$ cat src/rtl/control_pipeline_vec.sv
// Pipeline sequencer for the vector processor: decodes IF/ID, detects RAW
// hazards, steps multi-beat vector ALU ops through EXE, freezes on pending
// data-memory accesses and flushes on taken branches.
module control_pipeline_vec #(
    parameter int unsigned VLEN  = 8,
    parameter int unsigned LANES = 2,
    parameter int unsigned IW    = 14
) (
    input  logic                                        clk,
    input  logic                                        rst_n,
    input  logic [IW-1:0]                               instruction_id,
    input  logic [2:0]                                  ex_rd,
    input  logic                                        ex_wr,
    input  logic                                        ex_v,
    input  logic [2:0]                                  mem_rd,
    input  logic                                        mem_wr_reg,
    input  logic                                        mem_v,
    input  logic                                        ex_branch_taken,
    input  logic                                        mem_req,
    input  logic                                        mem_ack,
    output logic                                        pc_en,
    output logic                                        if_id_en,
    output logic                                        if_id_flush,
    output logic                                        id_ex_en,
    output logic                                        id_ex_bubble,
    output logic                                        ex_mem_en,
    output logic                                        mem_wb_en,
    output logic                                        vec_busy,
    output logic [((VLEN > 1) ? $clog2(VLEN) : 1)-1:0]  vec_elem_idx,
    output logic [7:0]                                  stall_cnt
);

    localparam int unsigned IDXW = (VLEN > 1) ? $clog2(VLEN) : 1;
    localparam logic [IDXW-1:0] LANE_STEP = IDXW'(LANES);
    localparam logic [IDXW-1:0] LAST_IDX  = IDXW'(VLEN - LANES);
    localparam bit MULTI_BEAT = (VLEN > LANES);

    typedef enum logic [1:0] {
        ST_RUN      = 2'd0,
        ST_VEC      = 2'd1,
        ST_MEM_WAIT = 2'd2
    } state_t;

    state_t          state, state_nxt;
    logic            save_vec, save_vec_nxt;
    logic            br_pending, br_pending_nxt;
    logic            busy_nxt;
    logic [IDXW-1:0] idx_nxt;

    // Instruction fields
    logic [3:0] opcode;
    logic [2:0] rd, rs1, rs2;
    logic       v;

    assign opcode = instruction_id[13:10];
    assign rd     = instruction_id[9:7];
    assign rs1    = instruction_id[6:4];
    assign rs2    = instruction_id[3:1];
    assign v      = instruction_id[0];

    logic is_alu, is_load, is_store, is_branch;
    logic use_rs1, use_rs2, use_rd;
    logic raw_hazard, vec_alu, freeze, eff_vec, redirect;

    // Decode and source-usage classification
    always_comb begin
        is_alu    = (opcode >= 4'h1) && (opcode <= 4'h7);
        is_load   = (opcode == 4'h8);
        is_store  = (opcode == 4'h9);
        is_branch = (opcode == 4'hA);
        use_rs1   = is_alu || is_load || is_store || is_branch;
        use_rs2   = is_alu || is_branch;
        use_rd    = is_store;
        vec_alu   = is_alu && v;
    end

    // A source hazards against an older writer in the same file; reg 0 never does
    function automatic logic src_hazard(input logic [2:0] src, input logic file_v,
                                        input logic [2:0] e_rd, input logic e_wr,
                                        input logic e_v, input logic [2:0] m_rd,
                                        input logic m_wr, input logic m_v);
        logic hit_ex, hit_mem;
        hit_ex  = e_wr && (e_v == file_v) && (src == e_rd);
        hit_mem = m_wr && (m_v == file_v) && (src == m_rd);
        return (src != 3'd0) && (hit_ex || hit_mem);
    endfunction

    // RAW hazard detection over all used sources
    always_comb begin
        raw_hazard = (use_rs1 && src_hazard(rs1, v, ex_rd, ex_wr, ex_v, mem_rd, mem_wr_reg, mem_v))
                  || (use_rs2 && src_hazard(rs2, v, ex_rd, ex_wr, ex_v, mem_rd, mem_wr_reg, mem_v))
                  || (use_rd  && src_hazard(rd,  v, ex_rd, ex_wr, ex_v, mem_rd, mem_wr_reg, mem_v));
    end

    // State register and sequencing counters
    always_ff @(posedge clk or negedge rst_n) begin
        if (!rst_n) begin
            state        <= ST_RUN;
            save_vec     <= 1'b0;
            br_pending   <= 1'b0;
            vec_busy     <= 1'b0;
            vec_elem_idx <= '0;
        end else begin
            state        <= state_nxt;
            save_vec     <= save_vec_nxt;
            br_pending   <= br_pending_nxt;
            vec_busy     <= busy_nxt;
            vec_elem_idx <= idx_nxt;
        end
    end

    // Next-state and pipeline control generation
    always_comb begin
        pc_en          = 1'b1;
        if_id_en       = 1'b1;
        if_id_flush    = 1'b0;
        id_ex_en       = 1'b1;
        id_ex_bubble   = 1'b0;
        ex_mem_en      = 1'b1;
        mem_wb_en      = 1'b1;
        state_nxt      = state;
        save_vec_nxt   = save_vec;
        br_pending_nxt = br_pending;
        busy_nxt       = vec_busy;
        idx_nxt        = vec_elem_idx;

        freeze   = mem_req && !mem_ack;
        // On the ack cycle MEM_WAIT behaves as the state it interrupted
        eff_vec  = (state == ST_VEC) || ((state == ST_MEM_WAIT) && save_vec);
        redirect = ex_branch_taken || br_pending;

        if (freeze) begin
            pc_en          = 1'b0;
            if_id_en       = 1'b0;
            id_ex_en       = 1'b0;
            ex_mem_en      = 1'b0;
            mem_wb_en      = 1'b0;
            state_nxt      = ST_MEM_WAIT;
            br_pending_nxt = br_pending || ex_branch_taken;
            if (state != ST_MEM_WAIT) begin
                save_vec_nxt = (state == ST_VEC);
            end
        end else begin
            br_pending_nxt = 1'b0;
            state_nxt      = eff_vec ? ST_VEC : ST_RUN;

            if (redirect) begin
                if_id_flush  = 1'b1;
                id_ex_bubble = 1'b1;
            end else if (eff_vec || raw_hazard) begin
                pc_en        = 1'b0;
                if_id_en     = 1'b0;
                id_ex_bubble = 1'b1;
            end

            if (eff_vec) begin
                // The older vector op keeps stepping even across a branch flush
                if (vec_elem_idx == LAST_IDX) begin
                    state_nxt = ST_RUN;
                    idx_nxt   = '0;
                    busy_nxt  = 1'b0;
                end else begin
                    idx_nxt = vec_elem_idx + LANE_STEP;
                end
            end else if (!redirect && !raw_hazard && vec_alu && MULTI_BEAT) begin
                // Beat 0 issues with the instruction; the sequencer covers the rest
                state_nxt = ST_VEC;
                idx_nxt   = LANE_STEP;
                busy_nxt  = 1'b1;
            end
        end
    end

    // Saturating debug count of cycles without a PC update
    always_ff @(posedge clk or negedge rst_n) begin
        if (!rst_n) begin
            stall_cnt <= 8'd0;
        end else if (!pc_en && (stall_cnt != 8'hFF)) begin
            stall_cnt <= stall_cnt + 8'd1;
        end
    end

endmodule

$ cat config.mk
export PLATFORM = sky130hd
export DESIGN_NAME = control_pipeline_vec
export DESIGN_NICKNAME = d
export VERILOG_FILES = /design/src/rtl/control_pipeline_vec.sv
export SDC_FILE = /design/constraint.sdc
export NUM_CORES = 1
export LEC_CHECK = 0
export CORE_ASPECT_RATIO = 0.6
export CORE_MARGIN = 5
export CORE_UTILIZATION = 40
export CTS_BUF_LIST = sky130_fd_sc_hd__clkbuf_16
export DETAILED_ROUTE_END_ITERATION = 8
export PLACE_DENSITY = 0.85
export SLEW_MARGIN = 20
export SYNTH_ARGS = -nofsm -noshare
export SYNTH_HDL_FRONTEND = slang
export SYNTH_SLANG_ARGS = --single-unit
$ cat constraint.sdc
create_clock -name clk -period 3.75 [get_ports clk]
set_clock_uncertainty 0.1 [all_clocks]
set_input_delay 0.5625 -clock clk [delete_from_list [all_inputs] [get_ports clk]]
set_output_delay 0.5625 -clock clk [all_outputs]
set_load 0.03 [all_outputs]
After elaboration in Yosys (flattened, before gate mapping)
Cells that the tools add are included.
{ "totals": {"register_bits": 16, "latchBits": 0, "ram_bits": 0, "mem_bits_ro": 0, "inputBits": 29, "output_inout_bits": 19, "word_cells": 93, "memories": 0} }
{ "op_classes": {"n_addsub": 2, "mul": 0, "n_div": 0, "magnitude_cmp": 2, "n_eq_ne": 17, "n_shift": 0, "n_mux": 21, "bitwise": 1, "n_reduce_logical": 44} }
{ "ops": {"columns": ["cell", "count"], "rows": [
  ["logical AND 1 bit", 21],
  ["== test 3 bit", 6],
  ["two-way mux 1 bit", 16],
  ["== test 4 bit (second input constant)", 3],
  ["logical OR 1 bit", 12],
  ["two-way mux 3 bit", 3],
  ["nonzero test 3 bit", 3],
  ["adder 8 x 1 -> 8 bit (second input constant)", 1],
  ["inequality test 8 bit (second input constant)", 1],
  [">= comparator 4 x 1 -> 1 bit (second input constant)", 1],
  ["<= comparator 4 x 3 -> 1 bit (second input constant)", 1],
  ["zero test 1 bit", 4],
  ["two-way mux 2 bit", 2],
  ["AND reduction 2 bit", 2],
  ["adder 3 x 2 -> 3 bit (second input constant)", 1],
  ["== test 3 bit (second input constant)", 1],
  ["AND reduction 3 bit", 1],
  ["== test 1 bit", 2],
  ["== test 2 x 1 -> 1 bit (second input constant)", 1],
  ["== test 2 bit (second input constant)", 1],
  ["inequality test 2 x 1 -> 1 bit (second input constant)", 1],
  ["inequality test 2 bit (second input constant)", 1],
  ["nonzero test 2 bit", 1],
  ["NOT 1 bit", 1]
]} }

Logic depth before layout (Yosys ltp)
Gate-level depths: netlist (run 1).
{ "logic_depth": {"word_depth": 14, "ltp_mapped": 7, "mapped_depth_nobuf": 7} }

Worst setup path after synthesis (run 1)
No wires, ideal clock.
{ "synth_timing": {"path_kind": "input-to-output", "from": "in mem_ack", "to": "out pc_en", "arrival_ns": 2.245, "required_ns": 3.087, "path_slack_ns": 0.843, "cell_stages": 6, "n_path_buf": 3, "path_cell_list": "nand2b_1 -> clkbuf_1 -> inv_1 -> buf_2 -> nor2_1 -> buf_4"} }
{ "synth_via": {"elab_chain_cells": 3} }
{ "synth_rtl": {"columns": ["item", "line_no", "rtl"], "rows": [
  ["start, declared", "20", "input logic mem_ack,"],
  ["zero test 1 bit", "127", "freeze = mem_req && !mem_ack;"],
  ["logical AND 1 bit", "127", null],
  ["named net freeze", "63", "logic raw_hazard, vec_alu, freeze, eff_vec, redirect;"],
  ["two-way mux 1 bit", null, null],
  ["end, declared", "21", "output logic pc_en,"]
]} }
The timed path passes the listed nets, and every way through them passes these cells.

Worst setup path after layout (run 1)
{ "layout_timing": {"from": "in instruction_id[12]", "to": "out pc_en"} }
{ "layout_via": {"elab_chain_cells": 12, "word_cells_on_any_way": 19, "cone_classes": "order compare: 2; eq/ne: 3; mux: 3; reduce/logical: 11"} }
{ "layout_rtl": {"columns": ["item", "line_no", "rtl"], "rows": [
  ["start, declared", "11", "input logic [IW-1:0] instruction_id,"],
  [">= comparator 4 x 1 -> 1 bit or <= comparator 4 x 3 -> 1 bit (tied branches)", "67", "is_alu = (opcode >= 4'h1) && (opcode <= 4'h7);"],
  ["logical AND 1 bit", "67", null],
  ["logical OR 1 bit (3 in a row)", "71", "use_rs1 = is_alu || is_load || is_store || is_branch;"],
  ["logical AND 1 bit", "90", "raw_hazard = (use_rs1 && src_hazard(rs1, v, ex_rd, ex_wr, ex_v, mem_rd, mem_wr_reg, mem_v))"],
  ["logical OR 1 bit", "91", "|| (use_rs2 && src_hazard(rs2, v, ex_rd, ex_wr, ex_v, mem_rd, mem_wr_reg, mem_v))"],
  ["logical OR 1 bit *", "92", "|| (use_rd && src_hazard(rd, v, ex_rd, ex_wr, ex_v, mem_rd, mem_wr_reg, mem_v));"],
  ["logical OR 1 bit *", "150", "end else if (eff_vec || raw_hazard) begin"],
  ["two-way mux 1 bit *", "150", null],
  ["two-way mux 1 bit *", "147", "if (redirect) begin"],
  ["two-way mux 1 bit *", "132", "if (freeze) begin"]
]} }
Mark *: on every way between the ends. The rest lies on a longest branch, timed or not.

==> summary.md, run 1 <==
| Metric | Value |
|---|---|
| Synth Area in Adders | `0.0215` |
| CTS tree | `yes` |
| Synth Area in Compound Gates | `0.233` |
| Via count | `~1.0k` |
| Initial DRC count | `39` |
| Max-slew headroom | `0.543` |
| Crit share post-route | `0.941` |
| Setup Buffers After CTS | `0` |
| Worst Setup Path Type | `in -> out` |
| Internal power | `552 uW` |
| Setup violators final | `0` |
| CP Cell Sequence | `clkdlybuf4s50_1, or3_4, o32ai_2, a21oi_2, a22oi_4, a21boi_4, nor2_1, clkdlybuf4s50_1` |
| Share of cells above drive strength 1 | `0.113` |
| CP Launch Type | `primary input` |
| Final TNS setup | `0 ns` |
| Hold buffer count at cts | `0` |
| Sw Share | `0.387` |
| Clock Power Share | `0.231` |
| DRC Markers | `0` |
| Combinational Power Share | `0.474` |
| Post-Synthesis Cells | `~120` |
| Detailed Place HPWL | `approximately 2.6 mm` |
| Die Wd | `about 80 um` |
| Simple-gate share of the synthesized area | `0.153` |
| CTS HTree Levels | `1` |
| Max-cap violations | `0` |
| Sequential share of power | `0.295` |
| Synthesized area per cell | `approximately 9.5 um^2` |
| WL final | `3.10 mm` |
| Main combinational cell family by area after synthesis | `compound AO/OA/AOI/OAI gates` |
| DIE AREA | `about 0.0041 mm^2` |
| Minimum clock period | `roughly 3.5 ns` |
| Port Buffer Count | `46` |
| I/O Pins | `between 40 and 50` |
| Status | `completed` |
| Mapped cell area | `around 0.0012 mm^2` |
| Initial Utilization | `0.411` |
| CP delay by family, top | `buffers and inverters` |
| Buf/Inv on CP | `2` |
| Largest net degree at the start of global routing | `16` |
| Nets@finish | `200` |
| Wirelength per Cell | `approximately 15 um` |
| CORE AREA | `0.00283 mm^2` |
| RSZ-0062 raised after global routing | `false` |
| Data required, critical path | `approximately 3.1 ns` |
| Number of synthesized flops with an enable pin | `0` |
| Routed Antenna Nets | `0` |
| Slowest CP cell | `clkdlybuf4s50_1` |
| Synthesis-stage register bit count | `15` |
| Placed insts | `between 200 and 250` |
| TritonRoute pass-1 iters | `4` |
| Endpoints failing hold | `0` |
| Row count | `15` |
| Num Clock Sinks | `15` |
| Initial antenna violation count | `0` |
| GRT overflow | `0` |
| Worst-Margin Slew | `just under 0.7 ns` |
| Via density | `~5` |
| Max Clock Freq | `approximately 280 MHz` |
| Crit end category | `primary output` |
| Clock Root Buffer | `clkbuf_16` |
| Post-Synth XOR/XNOR Area | `0.188` |
| Psw | `348 uW` |
| Vias in the first global route | `between 1k and 1.5k` |
| Crit path DAT | `2.87 ns` |
| Main flop type after synthesis | `dfrtp_1` |
| Slowest stage delay, CP | `0.69 ns` |
| Net Count, Synth | `154` |
| Final Non-Filler Cells | `210` |
| CTS resizes | `0` |
| Final-report max-slew violation count | `0` |
| Worst path most repeated cell | `clkdlybuf4s50_1` |
| P&R area growth vs syn | `48.3%` |
| Clk slew on worst S/H paths | `0.05 ns` |
| Routability cong. | `around 0.84` |
| Count of cell types in the netlist | `37` |
| Die Ht | `~52 um` |
| TritonCTS Buffers | `3` |
| Clock latency on the worst-skew pair | `0.25 ns` |
| CTS max path bufs | `2` |
| Max VDD drop | `between 0.3 and 0.4 mV` |
| CP max FO | `8` |
| Register area share after synthesis | `0.323` |
| P per Cell Area | `about 520 mW/mm^2` |
| Worst Hold Class | `reg -> reg` |
| Total GRT Usage | `0.162` |
| Syn. warnings | `0` |
| Multiplexer share of the synthesized area | `0.0290` |
| First-pass GRT wire length | `roughly 5.2 mm` |
| Leakage power | `~0.66 nW` |
| Number of antenna diodes | `0` |
| Ys async rst share | `1.00` |
[stage by stage]
stage          hold WS (ns)  setup WS [ns]  power, mW  instance area, um^2  utilization
4_1_cts               0.409          0.218      0.907                 1730        0.609
2_1_floorplan         0.167          0.843      0.512                 1160            -
3_3_place_gp          0.393          0.255      0.680                 1650        0.581
3_5_place_dp          0.398          0.216      0.696                 1650        0.581
5_1_grt               0.434          0.108      0.952                 1730        0.609
6_report              0.411          0.222      0.900                 1730        0.609
[cells by family after synthesis]
family          after synthesis
fa+ha+maj                     2
buf+inv                      11
xor+xnor                     25
other cells                   1
flops                        15
compound gates               29
simple gates                 37
mux                           3
[routing by layer]
metal	vias to the layer above	routed length [um]	GRT usage
met2	24	1590	0.287
met4	0	18	0.0486
met3	2	123	0.0346
met5	-	0	0
met1	491	1370	0.199
li1	519	-	-
[registers in the layout, summed over array words and instances, names as in the netlist]
name and flops:
stall_cnt 8, state 2, vec_elem_idx 2, br_pending 1, save_vec 1, vec_busy 1
[cells in the mapped netlist, types with 2 or more instances]
library cell  number  area (um^2)
xnor2_1           25          219
dfrtp_1           15          375
nand2_1           11         41.3
nand3_1            8         40.0
nor2_1             8         30.0
inv_1              5         18.8
o21ai_0            5         25.0
buf_4              4         30.0
a21oi_1            3         15.0
mux2_1             3         33.8
a21oi_2            2         17.5
and3_1             2         12.5
ha_1               2         25.0
nand2b_1           2         12.5
nor2b_1            2         12.5
o211ai_2           2         25.0
o21ai_1            2         10.0
o21ai_2            2         17.5
o22ai_2            2         25.0
[final timing paths]
path | start | to | slack [ns] | cells past startpoint
worst max-delay path | instruction_id[12] | pc_en | 0.22 | 8
worst min-delay path | save_vec$_DFFE_PN0P_ | save_vec$_DFFE_PN0P_ | 0.41 | 2
worst max register to register | stall_cnt[0]$_DFFE_PN0P_ | stall_cnt[1]$_DFFE_PN0P_ | 1.87 | 5
worst min register to register | save_vec$_DFFE_PN0P_ | save_vec$_DFFE_PN0P_ | 0.41 | 2
max in group asynchronous | rst_n | stall_cnt[3]$_DFFE_PN0P_ | 2.48 | 1
min in group asynchronous | rst_n | save_vec$_DFFE_PN0P_ | 0.63 | 1
[power by group through the flow]
stage,registers (mW),logic [mW],clock network (mW)
after floorplan,0.350,0.162,0
after global placement,0.263,0.417,0
after detailed placement,0.267,0.429,0
after CTS,0.266,0.431,0.210
after global routing,0.274,0.458,0.220
final,0.265,0.426,0.208
[layout by cell type (no fill, tap or decap), types with 2 or more instances in the layout]
cell,synthesis,layout
a21oi_2,2,2
inv_1,5,5
clkdlybuf4s50_1,0,46
and3_1,2,2
o21ai_1,2,2
nand2b_1,2,2
clkbuf_16,0,3
nor2b_1,2,2
o211ai_2,2,2
xnor2_1,25,25
o22ai_2,2,2
nand2_1,11,11
mux2_1,3,3
dfrtp_1,15,15
nor2_1,8,8
ha_1,2,2
o21ai_2,2,2
o21ai_0,5,5
a21oi_1,3,3
nand3_1,8,8
[area by class of cell]
class                           count  area [um^2]
Fill cell                         234         1110
Inverter                            5         18.8
Multi-Input combinational cell     97          731
Timing Repair Buffer               47          468
Tap cell                           42         52.6
Clock inverter                      1         5.00
Sequential cell                    15          375
Clock buffer                        3         75.1
[tightest hold or removal path, cell delays in order (launching register included)]
cell,delay (ns)
dfrtp_1,0.34
o21ai_0,0.07
o21ai_0,0.06
Power figures use the tool's default switching activity.
==> run 2, diff against run 1 <==
--- a/config.mk
+++ b/config.mk
@@ -5,8 +5,9 @@
 export SDC_FILE = /design/constraint.sdc
 export NUM_CORES = 1
 export LEC_CHECK = 0
+export CAP_MARGIN = 30
 export CORE_ASPECT_RATIO = 0.6
-export CORE_MARGIN = 5
+export CORE_MARGIN = 2
 export CORE_UTILIZATION = 40
 export CTS_BUF_LIST = sky130_fd_sc_hd__clkbuf_16
 export DETAILED_ROUTE_END_ITERATION = 8
==> run 2 against run 1 <==
Die area fell by 18%; sequential share of layout area rose by 0.13 points; worst setup slack got worse by 0.044 ns; largest cell class unchanged; critical path depth did not move.
==> summary.md, run 2 (same netlist as run 1, synthesis figures left out) <==
| Metric | Value |
|---|---|
| Worst path most repeated cell | `clkdlybuf4s50_1` |
| WL final | `2.88 mm (-7.3%)` |
| Data required, critical path | `3.09 ns (about the same)` |
| Buf/Inv on CP | `2 (unchanged)` |
| Sequential share of power | `0.298 (+0.003)` |
| Via density | `5.12 (+3.8%)` |
| Row count | `15 (unchanged)` |
| Die Wd | `73.6 um (-7.5%)` |
| Leakage power | `0.665 nW (unchanged)` |
| Internal power | `551 uW (-0.18%)` |
| Number of antenna diodes | `0 (unchanged)` |
| Clock latency on the worst-skew pair | `0.24 ns (about the same)` |
| First-pass GRT wire length | `4.67 mm (-9.7%)` |
| Clk slew on worst S/H paths | `0.05 ns (about the same)` |
| WHS | `0.415 ns (+0.00418 ns)` |
| Initial antenna violation count | `0 (unchanged)` |
| Nets@finish | `200 (unchanged)` |
| Final TNS setup | `0 ns (unchanged)` |
| Max-slew headroom | `0.553 (+0.00964)` |
| CTS HTree Levels | `1 (unchanged)` |
| CTS tree | `yes` |
| Clock Root Buffer | `clkbuf_16` |
| CP Cell Sequence | `clkdlybuf4s50_1, or3_4, o32ai_2, a21oi_2, a22oi_4, a21boi_4, nor2_1, clkdlybuf4s50_1` |
| Detailed Place HPWL | `2.37 mm (-8.8%)` |
| Clock Power Share | `0.230 (about the same)` |
| CP Launch Type | `primary input` |
| Uppermost layer routed | `met4` |
| Via count | `1034 (-0.19%)` |
| Fin area | `0.00172 mm^2 (-0.58%)` |
| Biggest regs | `stall_cnt (8), state (2), vec_elem_idx (2)` |
| CP max FO | `8 (unchanged)` |
| Max Clock Freq | `280 MHz (-1.2%)` |
| Share of cells above drive strength 1 | `0.113 (unchanged)` |
| Num Clock Sinks | `15 (unchanged)` |
| Placed cell area | `0.00164 mm^2 (-0.61%)` |
| Total GRT Usage | `0.183 (+0.0214)` |
| Sw Share | `0.383 (-0.00350)` |
| Endpoints failing hold | `0 (unchanged)` |
| Metal2 WL | `1.36 mm (-15%)` |
| Hold buffer count at cts | `0 (unchanged)` |
| Most common cell after layout, fill and taps aside | `clkdlybuf4s50_1` |
| Slowest CP cell | `clkdlybuf4s50_1` |
| GRT overflow | `0 (unchanged)` |
| CTS max path bufs | `2 (unchanged)` |
| Final-report max-slew violation count | `0 (unchanged)` |
| Most frequent cells in the layout | `clkdlybuf4s50_1, xnor2_1, dfrtp_1` |
| Combinational Power Share | `0.473 (about the same)` |
| Largest reg by FF count | `stall_cnt` |
| Crit path DAT | `2.91 ns (+0.04 ns)` |
| Setup Buffers After CTS | `0 (unchanged)` |
| Vias in the first global route | `1018 (-7.4%)` |
| Status | `completed` |
| Initial Utilization | `0.413 (+0.00274)` |
| I/O Pins | `48 (unchanged)` |
| DIE AREA | `0.00337 mm^2 (-18%)` |
| Port Buffer Count | `46 (unchanged)` |
| Die Ht | `45.8 um (-12%)` |
| Worst Hold Class | `reg -> reg` |
| Routed Antenna Nets | `0 (unchanged)` |
| Wl on met1 | `1.39 mm (+1.4%)` |
| P per Cell Area | `521 mW/mm^2 (-0.17%)` |
| CTS resizes | `0 (unchanged)` |
| Largest net degree at the start of global routing | `16 (unchanged)` |
| Worst Setup Path Type | `in -> out` |
| Final Util | `0.609 (about the same)` |
| Largest register FFs | `8 (unchanged)` |
| RSZ-0062 raised after global routing | `false` |
| CP delay by family, top | `buffers and inverters` |
| Setup violators final | `0 (unchanged)` |
| CORE AREA | `0.00282 mm^2 (-0.66%)` |
| Max VDD drop | `0.305 mV (-13%)` |
| DRC Markers | `0 (unchanged)` |
| Max-cap violations | `0 (unchanged)` |
| TritonCTS Buffers | `3 (unchanged)` |
| FF-to-FF setup slack | `1.84 ns (-0.03 ns)` |
| Worst-Margin Slew | `0.669 ns (-0.0144 ns)` |
| Slowest stage delay, CP | `0.70 ns (about the same)` |
| TritonRoute pass-1 iters | `4 (unchanged)` |
| Crit end category | `primary output` |
| Initial DRC count | `42 (+7.7%)` |
| Routability cong. | `0.960 (+14%)` |
| Wirelength per Cell | `14.2 um (-3.6%)` |
| DR WL met3 | `111 um (-9.8%)` |
| P&R area growth vs syn | `47.4%` |
| Crit share post-route | `0.953 (+0.0118)` |
| Minimum clock period | `3.57 ns (+0.0443 ns)` |
| Psw | `342 uW (-1.6%)` |
run 2: area by class of cell:
| cell class | count | area [um^2] |
|---|---|---|
| inverter | 5 | 18.8 |
| fill | 218 | 1100 |
| clock inverter | 1 | 5.00 |
| tap | 34 | 42.5 |
| multi-input combinational | 97 | 731 |
| sequential | 15 | 375 |
| timing repair buffer | 47 | 468 |
| clock buffer | 3 | 75.1 |
run 2: path summary, 6_finish.rpt:
path / startpoint / endpoint / depth (start not counted)
min reg2reg: stall_cnt[3]$_DFFE_PN0P_ / stall_cnt[3]$_DFFE_PN0P_ / 1
max: instruction_id[12] / if_id_en / 8
min in group asynchronous: rst_n / stall_cnt[4]$_DFFE_PN0P_ / 1
max reg2reg: state[0]$_DFF_PN0_ / stall_cnt[7]$_DFFE_PN0P_ / 5
min: stall_cnt[3]$_DFFE_PN0P_ / stall_cnt[3]$_DFFE_PN0P_ / 1
max in group asynchronous: rst_n / stall_cnt[2]$_DFFE_PN0P_ / 1
run 2: metrics by stage:
step,std cells,setup slack [ns],power (mW)
after floorplan,123,0.843,0.512
after global routing,202,0.0862,0.943
after global placement,198,0.263,0.679
after detailed placement,198,0.229,0.690
after CTS,202,0.179,0.901
final,202,0.178,0.893
run 2: power groups by stage:
stage / registers [mW] / clock network [mW] / logic, mW
after floorplan: 0.350 / 0 / 0.162
after global placement: 0.263 / 0 / 0.415
after detailed placement: 0.266 / 0 / 0.424
after CTS: 0.265 / 0.210 / 0.426
after global routing: 0.274 / 0.218 / 0.451
final: 0.266 / 0.205 / 0.422
run 2: routing by layer:
layer  vias to the layer above  global-route usage
li1                        519                   -
met1                       485               0.241
met2                        28               0.296
met3                         2              0.0531
met4                         0              0.0545
met5                         -                   0
run 2: worst reg2reg max path: stages, from the launching register on:
cell and delay [ns]:
dfrtp_1 0.40, o21ai_1 0.41, a21oi_2 0.12, a21boi_4 0.35, o21ai_2 0.10, mux2_1 0.32
